File: src/rtl/shift_register_universal.sv
// Universal WIDTH-bit register: hold, shift/rotate both ways, load, complement, clear,
// with a separately registered complement output and a saturating shift-step counter.
module shift_register_universal #(
    parameter int               WIDTH       = 8,
    parameter logic [WIDTH-1:0] RESET_VALUE = '0,
    parameter int               CNT_W       = $clog2(WIDTH + 1)
) (
    input  logic             CLK,
    input  logic             RST,
    input  logic             EN,
    input  logic [2:0]       MODE,
    input  logic [WIDTH-1:0] D,
    input  logic             SR_IN,
    input  logic             SL_IN,
    output logic [WIDTH-1:0] Q,
    output logic [WIDTH-1:0] QN,
    output logic             SO_R,
    output logic             SO_L,
    output logic [CNT_W-1:0] SHIFT_CNT,
    output logic             ZERO
);

    localparam logic [2:0] MODE_HOLD  = 3'b000;
    localparam logic [2:0] MODE_SHR   = 3'b001;
    localparam logic [2:0] MODE_SHL   = 3'b010;
    localparam logic [2:0] MODE_LOAD  = 3'b011;
    localparam logic [2:0] MODE_ROR   = 3'b100;
    localparam logic [2:0] MODE_ROL   = 3'b101;
    localparam logic [2:0] MODE_CPL   = 3'b110;
    localparam logic [2:0] MODE_CLR   = 3'b111;
    localparam logic [CNT_W-1:0] CNT_MAX = CNT_W'(WIDTH);

    logic [WIDTH-1:0] q_reg;
    logic [WIDTH-1:0] qn_reg;
    logic [WIDTH-1:0] q_next;
    logic [CNT_W-1:0] cnt_reg;
    logic [CNT_W-1:0] cnt_next;

    logic move_right;
    logic move_left;

    assign move_right = (MODE == MODE_SHR) || (MODE == MODE_ROR);
    assign move_left  = (MODE == MODE_SHL) || (MODE == MODE_ROL);

    // Each bit picks its neighbour; only the end bits choose between serial input and wrap-around.
    genvar gi;
    generate
        for (gi = 0; gi < WIDTH; gi++) begin : g_bit
            logic from_upper;
            logic from_lower;

            if (gi == WIDTH - 1) begin : g_msb
                assign from_upper = (MODE == MODE_ROR) ? q_reg[0] : SR_IN;
            end else begin : g_mid_upper
                assign from_upper = q_reg[gi+1];
            end

            if (gi == 0) begin : g_lsb
                assign from_lower = (MODE == MODE_ROL) ? q_reg[WIDTH-1] : SL_IN;
            end else begin : g_mid_lower
                assign from_lower = q_reg[gi-1];
            end

            assign q_next[gi] = move_right          ? from_upper :
                                move_left           ? from_lower :
                                (MODE == MODE_LOAD) ? D[gi]      :
                                (MODE == MODE_CPL)  ? ~q_reg[gi] :
                                (MODE == MODE_CLR)  ? 1'b0       :
                                                      q_reg[gi];
        end
    endgenerate

    always_comb begin
        cnt_next = cnt_reg;
        case (MODE)
            MODE_SHR, MODE_SHL, MODE_ROR, MODE_ROL: begin
                if (cnt_reg != CNT_MAX) begin
                    cnt_next = cnt_reg + 1'b1;
                end
            end
            MODE_LOAD, MODE_CLR: cnt_next = '0;
            MODE_HOLD, MODE_CPL: cnt_next = cnt_reg;
            default:             cnt_next = cnt_reg;
        endcase
    end

    // QN gets its own flops, loaded from the complement of the same next value as Q.
    always_ff @(posedge CLK) begin
        if (RST) begin
            q_reg   <= RESET_VALUE;
            qn_reg  <= ~RESET_VALUE;
            cnt_reg <= '0;
        end else if (EN) begin
            q_reg   <= q_next;
            qn_reg  <= ~q_next;
            cnt_reg <= cnt_next;
        end
    end

    assign Q         = q_reg;
    assign QN        = qn_reg;
    assign SO_R      = q_reg[0];
    assign SO_L      = q_reg[WIDTH-1];
    assign SHIFT_CNT = cnt_reg;
    assign ZERO      = (q_reg == '0);

endmodule

File: config.mk
export PLATFORM = sky130hd
export DESIGN_NAME = shift_register_universal
export DESIGN_NICKNAME = d
export VERILOG_FILES = /design/src/rtl/shift_register_universal.sv
export SDC_FILE = /design/constraint.sdc
export NUM_CORES = 1
export LEC_CHECK = 0
export ABC_AREA = 1
export CAP_MARGIN = 20
export CORE_ASPECT_RATIO = 1.1
export CORE_MARGIN = 8
export CORE_UTILIZATION = 47
export CTS_CLUSTER_DIAMETER = 50
export CTS_CLUSTER_SIZE = 30
export DETAILED_ROUTE_END_ITERATION = 6
export PLACE_DENSITY = 0.83
export SETUP_SLACK_MARGIN = 0.3
export SYNTH_ARGS = -nofsm -noshare
export SYNTH_HDL_FRONTEND = slang
export SYNTH_SLANG_ARGS = --single-unit
export TNS_END_PERCENT = 10
File: constraint.sdc
create_clock -name CLK -period 1.66 [get_ports CLK]
set_input_delay 0.415 -clock CLK [delete_from_list [all_inputs] [get_ports CLK]]
set_output_delay 0.415 -clock CLK [all_outputs]
set_load 0.02 [all_outputs]
==> flow_summary.yaml <==
timing:
  slew_violations: 0
  final.period_utilization_pct: 90.9
  period_minus_slack_ns: 1.51
  setup_violations: 0
  final.setup.tns_ns: 0
  hold_viol_final: 0
  whs_ns: 0.483
  finalClockSkew_ns: 0.00836
  relSlewSlack_pct: 84.5
  max_clock_freq_mhz: 663
  rsz0062_at_grt: "yes"
  layout_setup_ws_ns: 0.151
  tightest_slew_ns: 0.229
synthesis:
  ys_seq_elements: 20
  postSynthNetCount: 232
  yosysSeqAreaShare_pct: 29.8
  synthArstFlopShare_pct: 0
  yosysUniqueCellTypes: 23
  syn_area_per_cell_um2: 6.29
  syn_inst: 214
  ys_top_cells_by_count: "nand2_1, inv_1, nand3_1"
  yosys_warnings: 0
  post_synth_instance_area_um2: 1350
  synth_edf_count: 0
  synth_most_common_cell: "nand2_1"
  synth_ff_type: "dfxtp_1"
  synthTopCellsByArea: "dfxtp_1, nand2_1, nand3_1"
  yosysTopAreaCell: "dfxtp_1"
  synth_top_area_share_pct: 29.8
cells_and_area:
  finish.utilization_pct: 72.1
  final_cells: 312
  stdcell_area_um2: 1980
  finalNetCount: 298
  diodes: 0
  drive_above_1_share_pct: 28.7
  synthToLayoutAreaGrowth_pct: 47.5
  fillers: 229
flow_run:
  cap_viol_max_count: 0
place:
  port_buffers: 38
  placed_cells: 306
  dpl_cell_area_um2: 1920
  gp_congestion: 0.885
  place_ws_ns: -0.390
  dp_hpwl_um: 3190
routing:
  drt_iter0_markers: 116
  vias: 1608
  wl_per_cell_um: 13.3
  first_pass_iters: 5
  drc: 0
  via_per_inst: 5.15
  ant_nets: 0
  wirelength_um: 4160
hold_path:
  hold-path-endpoint: "QN[1]"
  whs_path_depth: 2
  hp-start: "QN[1]"
  hp-class: "reg -> reg"
power_and_ir_drop:
  finalPower_mw: 1.45
  power.leakage_nw: 0.988
  powerDensity_nw_per_um2: 730
  peakVddDrop_mv: 0.709
floorplan:
  die_x_um: 67.0
  start_util_pct: 48.9
  die_area_um2: 4830
  rows: 20
  ios: 39
  core_region_area_um2: 2750
  die_h_um: 72.1
critical_path:
  reg2reg_depth: 8
  cp_data_required_time_ns: 1.24
  path_class: "reg -> out"
  endpoint_kind: "output pin"
  cp_top_family: "buffers and inverters"
  reg2reg_from: "SHIFT_CNT[0]"
  cp_slowest_cell: "dfxtp_2"
  timing.rr.end: "SHIFT_CNT[3]"
  slowest_delay_ns: 0.36
  path_cells: "buf_4, clkdlybuf4s15_1"
  cp-start-kind: "register"
  path_buf_inv: 2
  crit_fanout: 4
  arrival_ns: 1.09
  worst-r2r-setup-slack_ns: 0.34
global_routing:
  grt_max_degree: 14
  grt_pass1_wl_um: 6960
  grt_overflow_total: 0
  grtUsageTotal_pct: 17.5
  grt_pass1_vias: 1543
  antenna_found_initial: 0
clocking:
  root_buffer: "clkbuf_4"
  holdBufCountCts: 0
  clockBufferDepth: 2
  cts_tree: "built"
  clkTransAtPathRegs_ns: 0.12
  numCtsBuffers: 3
  numClockSinks: 20
  htreeDepth: 1
  clock_latency_ns: 0.31
outcome:
  status: "completed"
[cell type report]
cell class / instances / area, um^2 / share of cell area [%]
Multi-Input combinational cell: 159 / 774 / 39.0
Timing Repair Buffer: 73 / 616 / 31.0
Sequential cell: 20 / 414 / 20.9
Inverter: 23 / 86.3 / 4.35
Tap cell: 33 / 41.3 / 2.08
Clock inverter: 1 / 30.0 / 1.51
Clock buffer: 3 / 22.5 / 1.13
[kinds of logic (layout without fill, tap and decap cells)]
logic type,count (synthesis),after routing,share of synthesized area [%]
buffers and inverters,35,100,13.5
adders and majority gates,2,2,1.86
and+or+nand+nor,124,124,41.8
DFF,20,20,29.8
xor gates and xnor gates,2,2,1.30
AOI/OAI and AO/OA,31,31,11.8
[power breakdown]
part	leakage (nW)	internal (mW)	switching [mW]
logic	0.791	0.221	0.285
registers	0.169	0.519	0.0234
clock network	0.0279	0.244	0.156
total	0.988	0.984	0.465
[how the worst max path moves through the flow]
stage | end | startpoint | slack (ns) | depth (start not counted)
after floorplan | QN[5] | MODE[1] | 0.30 | 10
after global placement | QN[1] | MODE[0] | -0.37 | 10
after detailed placement | Q[5] | MODE[2] | -0.39 | 9
after CTS | ZERO | Q[2] | 0.15 | 4
after global routing | ZERO | Q[1] | 0.08 | 4
final | Q[7] | Q[7] | 0.15 | 2
[per-layer routing]
layer	wire [um]	GRT usage (%)
met5	0	0
met4	57	5.81
met3	253	2.93
met2	1990	28.9
met1	1850	22.1
[placed cells by master (no fill, tap or decap), drive strengths merged]
cell type	instances
nand3	25
clkinv	1
nor3	4
nand2	74
dfxtp	20
nor2	14
clkdlybuf4s15	7
clkbuf	6
nand4	6
clkdlybuf4s50	11
buf	39
dlygate4sd2	12
inv	22
ha	2
and3b	1
o21ai	16
xor2	2
a21oi	15
bufinv	1
dlymetal6s2s	1
[flip-flops by register name, summed over array words and instances, names as in the netlist]
signal / cells
Q: 8
SHIFT_CNT: 4
QN: 8
[what timing repair did]
action,4_1_cts,5_1_grt
setup endpoints to repair,43,43
pin swaps,3,4
resized for setup,64,17
setup buffers,1,1
[worst min-delay path: stages (launching register included)]
cell and delay [ns]:
dfxtp_1 0.34, o21ai_0 0.07, nand2_1 0.05
Power figures use the tool's default switching activity.
